==> src/rtl/controller_modulo.sv <==
`default_nettype none
// ============================================================================
//  Module   : controller_modulo
//  Purpose  : Control unit for the modulo datapath. After a start request it
//             loads the operands, copies Zahl1 into ergebnis and then loops
//             compare (ergebnis < Zahl2 ?) / subtract (ergebnis -= Zahl2)
//             until the datapath flags termination or MAX_ITER subtractions
//             have been made. Completion is reported by a one-cycle done
//             pulse with an error qualifier.
//  Ports    : clk, rst_i (async, active high), start_i, valid_i
//             busy_o, done_o, err_o             - status towards upstream
//             dp_start_o, alu_mode_o, wren_*_o,
//             *_to_alu_*_o, check_for_termination_o - datapath controls
//  Revision : 1.0  initial release
// ============================================================================
module controller_modulo #(
    parameter int unsigned ALU_LAT  = 1,
    parameter logic [15:0] MAX_ITER = 16'hFFFF
) (
    input  logic       clk,
    input  logic       rst_i,
    input  logic       start_i,
    input  logic       valid_i,
    output logic       busy_o,
    output logic       done_o,
    output logic       err_o,
    output logic       dp_start_o,
    output logic [2:0] alu_mode_o,
    output logic       wren_update_Zahlen_o,
    output logic       wren_Zahl1_to_erg_o,
    output logic       wren_term_erg_o,
    output logic       wren_res_to_erg_o,
    output logic       erg_to_alu_a_o,
    output logic       Zahl2_to_alu_b_o,
    output logic       check_for_termination_o
);

    localparam logic [2:0] c_ALU_NOP = 3'd0;
    localparam logic [2:0] c_ALU_SUB = 3'd1;
    localparam logic [2:0] c_ALU_LT  = 3'd2;

    // wcnt must be able to hold the value ALU_LAT
    localparam int unsigned c_WCNT_W = (ALU_LAT < 1) ? 1 : $clog2(ALU_LAT + 1);
    localparam logic [c_WCNT_W-1:0] c_WCNT_LAST = c_WCNT_W'(ALU_LAT);

    typedef enum logic [3:0] {
        S_IDLE   = 4'd0,
        S_WAIT   = 4'd1,
        S_LOAD   = 4'd2,
        S_INIT   = 4'd3,
        S_CMP    = 4'd4,
        S_CMP_WB = 4'd5,
        S_CHECK  = 4'd6,
        S_SUB    = 4'd7,
        S_SUB_WB = 4'd8,
        S_DONE   = 4'd9
    } state_t;

    state_t                r_state;
    state_t                w_next;
    logic [15:0]           r_iter;
    logic [c_WCNT_W-1:0]   r_wcnt;
    logic                  r_err;
    logic                  w_wait_done;
    logic                  w_iter_limit;

    // ALU operands have been stable for ALU_LAT+1 cycles
    assign w_wait_done  = (r_wcnt == c_WCNT_LAST);
    assign w_iter_limit = (r_iter == MAX_ITER);

    always_ff @(posedge clk or posedge rst_i) begin
        if (rst_i) begin
            r_state <= S_IDLE;
            r_iter  <= 16'd0;
            r_wcnt  <= '0;
            r_err   <= 1'b0;
        end else begin
            r_state <= w_next;
            case (r_state)
                S_IDLE: begin
                    if (start_i) begin
                        r_iter <= 16'd0;
                        r_err  <= 1'b0;
                    end
                end
                S_INIT: r_wcnt <= '0;
                S_CMP, S_SUB: begin
                    // counter returns to 0 on the cycle we leave, ready for the next wait
                    if (w_wait_done) r_wcnt <= '0;
                    else             r_wcnt <= r_wcnt + 1'b1;
                end
                S_CHECK: begin
                    r_wcnt <= '0;
                    r_err  <= !valid_i && w_iter_limit;
                end
                S_SUB_WB: begin
                    r_wcnt <= '0;
                    if (r_iter != 16'hFFFF) r_iter <= r_iter + 16'd1;
                end
                default: ;
            endcase
        end
    end

    always_comb begin
        w_next                  = r_state;
        busy_o                  = 1'b1;
        done_o                  = 1'b0;
        err_o                   = 1'b0;
        dp_start_o              = 1'b0;
        alu_mode_o              = c_ALU_NOP;
        wren_update_Zahlen_o    = 1'b0;
        wren_Zahl1_to_erg_o     = 1'b0;
        wren_term_erg_o         = 1'b0;
        wren_res_to_erg_o       = 1'b0;
        erg_to_alu_a_o          = 1'b0;
        Zahl2_to_alu_b_o        = 1'b0;
        check_for_termination_o = 1'b0;
        case (r_state)
            S_IDLE: begin
                busy_o = 1'b0;
                if (start_i) w_next = S_WAIT;
            end
            S_WAIT: begin
                dp_start_o = 1'b1;
                w_next     = S_LOAD;
            end
            S_LOAD: begin
                wren_update_Zahlen_o = 1'b1;
                w_next               = S_INIT;
            end
            S_INIT: begin
                wren_Zahl1_to_erg_o = 1'b1;
                w_next              = S_CMP;
            end
            S_CMP: begin
                alu_mode_o       = c_ALU_LT;
                erg_to_alu_a_o   = 1'b1;
                Zahl2_to_alu_b_o = 1'b1;
                if (w_wait_done) w_next = S_CMP_WB;
            end
            S_CMP_WB: begin
                alu_mode_o       = c_ALU_LT;
                erg_to_alu_a_o   = 1'b1;
                Zahl2_to_alu_b_o = 1'b1;
                wren_term_erg_o  = 1'b1;
                w_next           = S_CHECK;
            end
            S_CHECK: begin
                check_for_termination_o = 1'b1;
                if (valid_i || w_iter_limit) w_next = S_DONE;
                else                         w_next = S_SUB;
            end
            S_SUB: begin
                alu_mode_o       = c_ALU_SUB;
                erg_to_alu_a_o   = 1'b1;
                Zahl2_to_alu_b_o = 1'b1;
                if (w_wait_done) w_next = S_SUB_WB;
            end
            S_SUB_WB: begin
                alu_mode_o        = c_ALU_SUB;
                erg_to_alu_a_o    = 1'b1;
                Zahl2_to_alu_b_o  = 1'b1;
                wren_res_to_erg_o = 1'b1;
                w_next            = S_CMP;
            end
            S_DONE: begin
                done_o = 1'b1;
                err_o  = r_err;
                w_next = S_IDLE;
            end
            default: begin
                busy_o = 1'b0;
                w_next = S_IDLE;
            end
        endcase
    end

endmodule
`default_nettype wire

==> config.mk <==
export PLATFORM = sky130hd
export DESIGN_NAME = controller_modulo
export DESIGN_NICKNAME = d
export VERILOG_FILES = /design/src/rtl/controller_modulo.sv
export SDC_FILE = /design/constraint.sdc
export NUM_CORES = 1
export LEC_CHECK = 0
export BUFFER_PORTS_ARGS = -buffer_cell sky130_fd_sc_hd__buf_2
export CORE_AREA = 4 4 53 55
export CTS_CLUSTER_DIAMETER = 30
export CTS_CLUSTER_SIZE = 20
export DETAILED_ROUTE_END_ITERATION = 6
export DIE_AREA = 0 0 57 59
export PLACE_DENSITY = 0.77
export SYNTH_ARGS = -nofsm -noshare
export SYNTH_HDL_FRONTEND = slang
export SYNTH_SLANG_ARGS = --single-unit
export TNS_END_PERCENT = 50
==> constraint.sdc <==
create_clock -name clk -period 3.49 [get_ports clk]
set_clock_uncertainty 0.1 [all_clocks]
set_input_delay 0.349 -clock clk [delete_from_list [all_inputs] [get_ports clk]]
set_output_delay 0.349 -clock clk [all_outputs]
set_load 0.02 [all_outputs]
==> impl_results.md <==
* Slew Viols, Final at 0
* Diodes inserted at 0
* Max stage delay on crit path at 0.62 ns
* Yosys reg bits at 22
* Worst Path Buf+Inv at 1
* Final hold slack at 0.0759 ns
* First-pass GRT wire length at 4.95 mm
* Setup TNS Final at 0 ns
* Critical path origin: r_state[0]
* Area post-placement at 1440 sq um
* DR vias at 1186
* Total grt overflow at 0
* TritonCTS Buffers at 3
* Worst-path cell chain: nand3b_2 > o21ai_0 > or2_2 > buf_2
* Status: complete, no violations
* Starting DRT DRC Count at 37
* H-tree levels at 1
* Peak VDD IR at 0.552 mV
* Synth warnings at 0
* CTS tree: built
* Overall global routing resource usage at 0.185
* Routed WL at 2.82 mm
* Met2 Use GR at 0.316
* Crit path kind: reg2out
* Tcrit/Tclk final at 0.628
* Setup crit start kind: flip-flop
* Post-CTS Setup Bufs at 0
* Vias in the first global route at 1154
* Busiest grt layer: met2
* Reg2reg setup slack at 1.30 ns
* Sequential cell area fraction in the yosys report at 0.402
* Die area at 3360 sq um
* Detailed Place HPWL at 2.09 mm
* Die W at 57 um
* M3 GR Usage at 0.0349
* TritonRoute pass-1 iters at 4
* Async SR Flop Fraction at 1.00
* Type of destination of the critical path: primary output
* Slew @ Worst Pin at 0.840 ns
* Worst r2r src: r_iter[0]
* Largest net degree at the start of global routing at 23
* Arr. time, crit path at 1.74 ns
* Final min period at 2.19 ns
* Starting density of the core at 0.573
* RSZ-0062 raised after global routing: no
* Fmax at 457 MHz
* Hold buffers post-CTS at 0
* Max-cap violation count at 0
* Crit path depth at 4
* Pwr dens at 608 nW/um^2
* Setup-failing EPs final at 0
* CP delay by family, top: flip-flops
* R2R depth at 5
* CP endpoint: Zahl2_to_alu_b_o
* Required time worst endpoint at 3.04 ns
* Top Ports at 18
* M1 GR Usage at 0.241
* P&R area growth vs syn at 7.95%
* Antenna violations before repair at 0
* Synth Net Count at 162
* Post-synthesis cell count at 157
* Max clock buf depth at 2
* Mapped Area at 1370 sq um
* Total Nets Final at 174
* Design area at 1480 sq um
* Share of layout cells above drive strength 1 at 0.167
* CP max-delay cell: dfrtp_1
* GP Congestion at between 0.8 and 0.9
* Sink Count at 22
* Fillers at 223
* Top FF cell, synth: dfrtp_1
* Non-Filler Instances at 198
* Post-Place Cells at 194
* DRC violation count after routing at 0
* CP max FO at 15
* Root Buffer: clkbuf_4
* Port Buf Inserts at 16
* Number of flops mapped to enable cells by yosys at 0
* Final hold violations at 0
* Worst skew pair latency at 0.31 ns
* Core Region at 2390 sq um
* Wire per inst at 14.2 um
* Min-Delay Path Class: in2async
* P_leak at 0.687 nW
* Distinct cells, synth at 43
* Die Ht at roughly 59 um
* Rel. slew slack at 0.439
* Clock transition at the registers of the reported paths at 0.13 ns
* Total power at 899 uW
* Final ANT Viol Nets at 0
* DR vias/cell at 5.99
* Post-CTS sizing at 0
* # rows at 18
* Syn avg cell area at roughly 8.7 sq um
* FF-to-FF End: r_state[3]
## state kept, by name, summed over array words and instances, names as in the netlist
name     cells
r_err        1
r_wcnt       1
r_iter      16
r_state      4
## power by group
part	internal, mW	switching (mW)	total (mW)	leakage (nW)
combinational	0.139	0.233	0.372	0.367
sequential	0.297	0.0837	0.381	0.300
clock	0.0637	0.0822	0.146	0.0210
total	0.500	0.399	0.899	0.687
## cell families after synthesis
logic type	after synthesis	synth area share
AOI/OAI and AO/OA	35	0.167
xor gates and xnor gates	1	0.00640
adders and majority gates	1	0.00914
buffers and inverters	16	0.0521
DFF	22	0.402
muxes	8	0.0585
other	1	0.00274
and+or+nand+nor	73	0.302
## worst reg2reg max path, cell delays in order, from the launching register on
cell	delay, ns
dfrtp_1	0.43
ha_1	0.18
and3_1	0.20
nor3b_2	0.62
a211oi_1	0.16
a2111oi_0	0.37
## cells in the mapped netlist (5+ instances only)
cell type | count | area, sq um
a21oi_1 | 11 | 55.1
nand2_1 | 22 | 82.6
nand2b_1 | 9 | 56.3
mux2i_1 | 8 | 80.1
dfrtp_1 | 22 | 551
nand3_1 | 7 | 35.0
inv_1 | 6 | 22.5
nor2_1 | 5 | 18.8
o31ai_1 | 5 | 37.5
## metrics by stage
step | worst slack (ns) | utilization
2_1_floorplan | 1.33 | -
3_3_place_gp | 1.46 | 0.604
3_5_place_dp | 1.32 | 0.604
4_1_cts | 1.29 | 0.619
5_1_grt | 1.10 | 0.619
6_report | 1.30 | 0.619
## final cells by class
cell class,count,area (sq um),share of cell area
repair buffers,16,80.1,0.0542
well taps,30,37.5,0.0254
flip-flops and latches,22,551,0.373
multi-input cells,119,747,0.506
clock buffers,4,36.3,0.0246
inverters,7,26.3,0.0178
## per-layer routing
metal  share of wire  up-vias
li1                -      593
met1            0.47      570
met2            0.50       19
met3           0.029        4
met4          0.0096        0
met5               0        -
## cells in the final DEF (no fill, tap or decap), types with 2 or more instances in the layout
master / instances
nor3_1: 3
and4_1: 2
buf_2: 16
a21oi_1: 11
inv_1: 6
o21ai_1: 2
and3_1: 4
o211ai_1: 2
a211oi_1: 3
o31ai_1: 5
nand2b_1: 9
nand2_1: 22
mux2i_1: 8
nand3_1: 7
or3_1: 2
or4_1: 4
nor4_1: 2
nand4_1: 2
nor2_1: 5
and2_1: 4
dfrtp_1: 22
o21ai_0: 4
clkbuf_4: 3
## how the worst min path moves through the flow
stage	start	endpoint	slack, ns	cells after the start
5_1_grt	valid_i	r_err	0.14	2
2_1_floorplan	rst_i	r_err	0.24	1
6_report	rst_i	r_wcnt	0.08	2
4_1_cts	rst_i	r_state[0]	0.12	2
3_5_place_dp	r_iter[14]	r_iter[14]	0.38	1
3_3_place_gp	r_iter[14]	r_iter[14]	0.37	1
Power figures use the tool's default switching activity.
